[src/rtl/seed_key_schedule.sv]
// rtl/seed_key_schedule.sv - SEED-128 round-key generator, one round per enabled edge, with a 16-entry key store
module seed_g_function (
    input  logic [31:0] x,
    output logic [31:0] z
);
    // Entry 0 sits in the most significant byte of each table.
    localparam logic [2047:0] S1_TABLE = {
        128'hA985D6D3_541DAC25_5D43181E_51FCCA63, 128'h2844209D_E0E2C817_A58F037B_BB13D2EE,
        128'h708C3FA8_32DDF674_EC950B57_5C5BBD01, 128'h241C7398_10CCF2D9_2CE77283_9BD186C9,
        128'h6050A3EB_0DB69E4F_B75AC678_A612AFD5, 128'h61C3B441_527D8D08_1F990019_0453F7E1,
        128'hFD762F27_B08B0EAB_A26E934D_697C090A, 128'hBFEFF3C5_8714FE64_DE2E4B1A_06216B66,
        128'h02F5928A_0CB37ED0_7A4796E5_2680ADDF, 128'hA13037AE_36152238_F4A7454C_81E98497,
        128'h35CBCE3C_7111C789_75FBDAF8_945982C4, 128'hFF493967_C0CFD7B8_0F8E4223_916CDBA4,
        128'h34F148C2_6F3D2D40_BE3EBCC1_AABA4E55, 128'h3BDC687F_9CD84A56_77A0ED46_B52B65FA,
        128'hE3B9B19F_5EF9E6B2_31EA6D5F_E4F0CD88, 128'h163A58D4_62290733_E81B0579_906A2A9A
    };
    localparam logic [2047:0] S2_TABLE = {
        128'h38E82DA6_CFDEB3B8_AF6055C7_446F6B5B, 128'hC36233B5_29A0E2A7_D3911106_1CBC364B,
        128'hEF886CA8_17C416F4_C245E1D6_3F3D8E98, 128'h284EF63E_A5F90DDF_D82B667A_272FF172,
        128'h42D441C0_7367AC8B_F7AD801F_CA2CAA34, 128'hD20BEEE9_5D9418F8_57AE08C5_13CD86B9,
        128'hFF7DC131_F58A6AB1_D120D702_22046871, 128'h07DB9D99_61BEE659_DD5190DC_9AA3ABD0,
        128'h810F471A_E3EC8DBF_967B5CA2_A163234D, 128'hC89E9C3A_0C2EBA6E_9F5AF292_F34978CC,
        128'h15FB7075_7F351003_646DC674_D5B4EA09, 128'h7619FE40_12E0BD05_FA01F02A_5EA95643,
        128'h8514899B_B0E54879_97FC1E82_218C1B5F, 128'h7754B21D_254F0046_ED5852EB_7EDAC9FD,
        128'h3095653C_B6E4BB7C_0E503926_32846993, 128'h37E724A4_CB530A87_D94C838F_CE3B4AB7
    };
    localparam logic [7:0] M0 = 8'hFC;
    localparam logic [7:0] M1 = 8'hF3;
    localparam logic [7:0] M2 = 8'hCF;
    localparam logic [7:0] M3 = 8'h3F;

    function automatic logic [7:0] sbox1(input logic [7:0] v);
        return S1_TABLE[{~v, 3'b000} +: 8];
    endfunction

    function automatic logic [7:0] sbox2(input logic [7:0] v);
        return S2_TABLE[{~v, 3'b000} +: 8];
    endfunction

    logic [7:0] y0, y1, y2, y3;

    always_comb begin
        y0 = sbox1(x[7:0]);
        y1 = sbox2(x[15:8]);
        y2 = sbox1(x[23:16]);
        y3 = sbox2(x[31:24]);
        z[7:0]   = (y0 & M0) ^ (y1 & M1) ^ (y2 & M2) ^ (y3 & M3);
        z[15:8]  = (y0 & M1) ^ (y1 & M2) ^ (y2 & M3) ^ (y3 & M0);
        z[23:16] = (y0 & M2) ^ (y1 & M3) ^ (y2 & M0) ^ (y3 & M1);
        z[31:24] = (y0 & M3) ^ (y1 & M0) ^ (y2 & M1) ^ (y3 & M2);
    end
endmodule

module seed_key_schedule #(
    parameter int NUM_ROUNDS = 16
) (
    input  logic         clk,
    input  logic         reset,
    input  logic         clk_en,
    input  logic         key_load,
    input  logic [127:0] key_in,
    input  logic [3:0]   rd_idx,
    output logic [31:0]  Key_i_0,
    output logic [31:0]  Key_i_1,
    output logic         start_f,
    output logic         busy
);
    localparam logic [31:0] KC_INIT = 32'h9E3779B9;

    typedef enum logic [1:0] {IDLE, GEN, DONE} state_t;

    state_t      state_q, state_d;
    logic [3:0]  cnt_q, cnt_d;
    logic [31:0] k0_q, k0_d, k1_q, k1_d, k2_q, k2_d, k3_q, k3_d;
    logic [31:0] kc_q, kc_d;
    logic [63:0] store_q [NUM_ROUNDS];
    logic [63:0] store_d [NUM_ROUNDS];
    logic [31:0] key0_q, key0_d, key1_q, key1_d;
    logic        start_f_q, start_f_d, busy_q, busy_d;
    logic [31:0] g_in0, g_in1, ki0, ki1;

    assign g_in0 = k0_q + k2_q - kc_q;
    assign g_in1 = k1_q - k3_q + kc_q;

    seed_g_function u_g0 (.x(g_in0), .z(ki0));
    seed_g_function u_g1 (.x(g_in1), .z(ki1));

    always_comb begin
        state_d = state_q;
        cnt_d   = cnt_q;
        k0_d    = k0_q;
        k1_d    = k1_q;
        k2_d    = k2_q;
        k3_d    = k3_q;
        kc_d    = kc_q;
        store_d = store_q;
        key0_d  = key0_q;
        key1_d  = key1_q;
        if (clk_en) begin
            // Read port sees the store as it was before this edge's write.
            key0_d = store_q[rd_idx][63:32];
            key1_d = store_q[rd_idx][31:0];
            if (key_load) begin
                {k0_d, k1_d, k2_d, k3_d} = key_in;
                kc_d    = KC_INIT;
                cnt_d   = 4'd0;
                state_d = GEN;
            end else if (state_q == GEN) begin
                store_d[cnt_q] = {ki0, ki1};
                if (!cnt_q[0]) begin
                    {k0_d, k1_d} = {k1_q[7:0], k0_q, k1_q[31:8]};
                end else begin
                    {k2_d, k3_d} = {k2_q[23:0], k3_q, k2_q[31:24]};
                end
                kc_d  = {kc_q[30:0], kc_q[31]};
                cnt_d = cnt_q + 4'd1;
                if (cnt_q == 4'(NUM_ROUNDS - 1)) begin
                    state_d = DONE;
                end
            end
        end
        busy_d    = (state_d == GEN);
        start_f_d = (state_d == DONE);
    end

    always_ff @(posedge clk or negedge reset) begin
        if (!reset) begin
            state_q   <= IDLE;
            cnt_q     <= 4'd0;
            k0_q      <= 32'd0;
            k1_q      <= 32'd0;
            k2_q      <= 32'd0;
            k3_q      <= 32'd0;
            kc_q      <= KC_INIT;
            for (int i = 0; i < NUM_ROUNDS; i++) begin
                store_q[i] <= 64'd0;
            end
            key0_q    <= 32'd0;
            key1_q    <= 32'd0;
            start_f_q <= 1'b0;
            busy_q    <= 1'b0;
        end else begin
            state_q   <= state_d;
            cnt_q     <= cnt_d;
            k0_q      <= k0_d;
            k1_q      <= k1_d;
            k2_q      <= k2_d;
            k3_q      <= k3_d;
            kc_q      <= kc_d;
            store_q   <= store_d;
            key0_q    <= key0_d;
            key1_q    <= key1_d;
            start_f_q <= start_f_d;
            busy_q    <= busy_d;
        end
    end

    assign Key_i_0 = key0_q;
    assign Key_i_1 = key1_q;
    assign start_f = start_f_q;
    assign busy    = busy_q;
endmodule

[config.mk]
export PLATFORM = sky130hd
export DESIGN_NAME = seed_key_schedule
export DESIGN_NICKNAME = d
export VERILOG_FILES = /design/src/rtl/seed_key_schedule.sv
export SDC_FILE = /design/constraint.sdc
export NUM_CORES = 2
export LEC_CHECK = 0
export BUFFER_PORTS_ARGS = -buffer_cell sky130_fd_sc_hd__buf_4
export CELL_PAD_IN_SITES_DETAIL_PLACEMENT = 1
export CELL_PAD_IN_SITES_GLOBAL_PLACEMENT = 1
export CORE_MARGIN = 2
export CORE_UTILIZATION = 35
export CTS_CLUSTER_DIAMETER = 30
export DETAILED_ROUTE_END_ITERATION = 8
export GPL_TIMING_DRIVEN = 0
export PLACE_DENSITY = 0.57
export SETUP_SLACK_MARGIN = 0.05
export SLEW_MARGIN = 20
export SYNTH_ARGS = -nofsm -noshare
export SYNTH_HDL_FRONTEND = slang
export SYNTH_HIERARCHICAL = 1
export SYNTH_SLANG_ARGS = --single-unit
[constraint.sdc]
create_clock -name clk -period 6.7 [get_ports clk]
set_input_delay 1.34 -clock clk [delete_from_list [all_inputs] [get_ports clk]]
set_output_delay 1.34 -clock clk [all_outputs]
set_load 0.02 [all_outputs]
==> results.cfg <==
[timing]
max_clock_freq_mhz = 151
finClkSkew_ns = 0.154
tightest_slew_ns = 1.31
setup_ws_ns = 0.0885
hold_violations = 0
finalMaxSlewViolations = 0
slew_headroom_pct = 12.3
rsz0062_at_grt = true
fin_crit_ns = 6.61
timing.final.crit_share_pct = 98.7
finalSetupViolCount = 0

[die]
io_pins = 202
core_um2 = 252000
die_h_um = 508
die_area_um2 = 258000
die_w_um = 508
initial_utilization_pct = 35.3
row_count = 184

[yosys]
synth_area_leader_cell = dfrtp_1
ys.flop_type = dfrtp_1
ys_ff_latch = 1256
async_flop_share_pct = 100
synth_top_area_share_pct = 34.8
synthCells = 8709
yosysSeqAreaShare_pct = 35.4
syn-num-nets = 9113
synth-edff-count = 0
syn-cell-area_um2 = 88800
synth_cell_types = 110
avgSynthCellArea_um2 = 10.2
yosys_warnings = 6
synth_area_leaders = dfrtp_1, mux2_2, mux4_2

[clock_network]
clk_latency_ns = 0.91
cts-root-buf = clkbuf_16
postCtsHoldBufs = 0
clk_pin_slew_ns = 0.04
clock_tree.htree_level_count = 5
clock-sinks = 1256
cts_tree = built
cts_inserted_buffers = 305
clock_path_buffers = 4

[layout]
fillers = 27100
drive_gt1_share_pct = 37.5
final_nets = 9853
area_growth_pct = 27.4
stdcell_area_um2 = 113000

[setup_path]
crit_required_ns = 7.44
cp_max_fo = 10
arrival_ns = 7.36
critPathLaunchType = register
crit_type = reg -> reg
endpoint_kind = register

[global_routing]
first_global_vias = 88300
grt.overflow.total = 0
grt_use_total_pct = 37.0
antenna_found_initial = 49
grt_pass1_wl_mm = 689
grt_max_degree = 148

[routing]
vias = 84900
route.detailed.drc = 0
wirelength_mm = 490
firstDrtPassIters = 6
via_per_inst = 6.49
wl_per_cell_um = 37.5
first_iter_violations = 9309
antenna_left = 0

[placed_design]
place_area_um2 = 95300
io_buffers = 196
gp_congestion = 1.10
dp_hpwl_mm = 348
pre_cts_ws_ns = -2.51

[min_path]
hold_class = in -> async

[run]
drv_cap = 0

[run_status]
outcome = finished, final reports clean
-- metal layers --
| layer | GRT usage [%] | share of wire [%] |
|---|---|---|
| met3 | 10.4 | 9.6 |
| met2 | 56.2 | 44 |
| met5 | 0.944 | 0.071 |
| met1 | 49.3 | 42 |
| met4 | 15.6 | 5.2 |
-- sequential cells by signal, indices dropped and copies added (netlist names), 2 cells and up --
| name | flops |
|---|---|
| Key_i_0 | 32 |
| Key_i_1 | 32 |
| cnt_q | 4 |
| k0_q | 32 |
| k1_q | 32 |
| k2_q | 32 |
| k3_q | 32 |
| kc_q | 32 |
| state_q | 2 |
| store_q | 1024 |
-- stage by stage --
step | util, % | hold slack (ns) | instances | setup TNS [ns]
after floorplan | - | 0.453 | 8709 | 0
after global placement | 37.5 | 0.468 | 12300 | -
after detailed placement | 37.8 | 0.474 | 12300 | -1856.57
after CTS | 44.0 | 0.336 | 13000 | 0
after global routing | 44.9 | 0.366 | 13100 | -0.737
final | 44.9 | 0.372 | 13100 | 0
-- worst max-delay path, cell delays in order, from the launching register on --
cell	delay (ns)
dfrtp_2	0.48
inv_1	0.09
fa_1	0.54
inv_1	0.04
ha_1	0.38
o21ai_2	0.22
o21bai_4	0.11
o2111ai_1	0.24
o211ai_1	0.12
buf_4	0.18
buf_12	0.13
a21oi_4	0.23
o21ai_0	0.18
xor2_2	0.17
buf_4	0.19
buf_2	0.39
clkbuf_1	0.78
nor2_1	0.14
o211ai_1	0.18
o2111ai_1	0.27
a32oi_4	0.31
buf_12	0.16
buf_12	0.10
xnor2_4	0.10
xor2_4	0.18
buf_12	0.16
buf_2	0.19
mux2_2	0.28
-- Yosys cell counts (23+ instances only) --
master and count:
o211ai_1 143, fa_1 62, o22ai_1 60, xnor2_1 96
ha_1 206, a211o_1 26, a31oi_1 114, and3_1 59
buf_4 45, buf_6 52, buf_2 355, a21oi_1 529
dfrtp_1 1236, inv_1 337, a2111oi_0 48, nand3_1 228
o2111ai_1 40, a21o_1 55, a22oi_1 37, nor2_1 375
or3_1 26, nand2_1 560, o311a_1 23, and2_1 40
a211oi_1 132, mux2_2 1069, nor2b_1 128, o311ai_0 78
clkbuf_1 363, buf_1 37, nor3_1 166, nand4_1 31
mux4_2 326, o21ai_0 470, a221oi_1 42, o21a_1 23
mux2i_1 160, nand2b_1 195, o31ai_1 63, a311oi_1 101
or2_2 38, o221ai_1 36, xor2_1 70, a311o_1 39
-- placed cells by master (no fill, tap or decap), drive strengths merged, types with 42 or more instances in the layout --
cell | Yosys | layout
dfrtp | 1236 | 1236
mux2 | 1093 | 1093
buf | 490 | 953
clkbuf | 366 | 730
nand2 | 560 | 560
a21oi | 529 | 529
o21ai | 481 | 481
nor2 | 377 | 377
mux4 | 336 | 336
inv | 341 | 335
nand3 | 235 | 235
ha | 206 | 206
nand2b | 197 | 197
nor3 | 171 | 171
mux2i | 160 | 160
o211ai | 146 | 146
a211oi | 132 | 132
nor2b | 130 | 130
a31oi | 114 | 114
a311oi | 101 | 101
xnor2 | 98 | 98
o311ai | 92 | 92
clkinv | 10 | 80
xor2 | 72 | 72
o31ai | 64 | 64
fa | 62 | 62
o22ai | 60 | 60
and3 | 59 | 59
a21o | 55 | 55
a2111oi | 51 | 51
a221oi | 46 | 46
or2 | 46 | 46
bufinv | 0 | 43
and2 | 42 | 42
-- kinds of logic after synthesis --
group / after synthesis / share of synthesized area, %
XOR/XNOR: 170 / 1.71
adder cells (fa/ha/maj): 268 / 4.30
buffers and inverters: 1207 / 6.25
flip-flops: 1256 / 35.4
AO/OA/AOI/OAI: 2260 / 17.2
multiplexers: 1589 / 24.3
AND/OR/NAND/NOR: 1959 / 10.9
-- cell type report --
cell class / count / area, µm² / share of cell area [%]
Multi-Input combinational cell: 6246 / 56000 / 49.5
Inverter: 351 / 1380 / 1.22
Sequential cell: 1256 / 31500 / 27.8
Clock inverter: 148 / 2200 / 1.94
Buffer: 834 / 4870 / 4.30
Clock buffer: 396 / 8620 / 7.62
Antenna cell: 31 / 77.6 / 0.0686
Timing Repair Buffer: 455 / 4360 / 3.85
Tap cell: 3348 / 4190 / 3.70
-- final timing paths --
check                             start            to  slack, ns  cells after the start
setup reg to reg                k0_q[2]  store_q[766]       0.09                     27
hold / removal                    reset   Key_i_0[14]       0.37                      1
hold reg to reg            store_q[779]  store_q[779]       0.49                      1
min in group clk           store_q[779]  store_q[779]       0.49                      1
max in group asynchronous         reset   Key_i_1[21]       3.61                      5
setup / recovery                k0_q[2]  store_q[766]       0.09                     27
-- what timing repair did --
action                                  in CTS  in global routing
gates resized for setup                    717                443
pin swaps                                   82                 98
endpoints found under the setup margin    1024               1012
buffers inserted                           155                 77
Power is not shown: default switching activity piles up to over one toggle a cycle in this logic, so the estimate is an artifact.
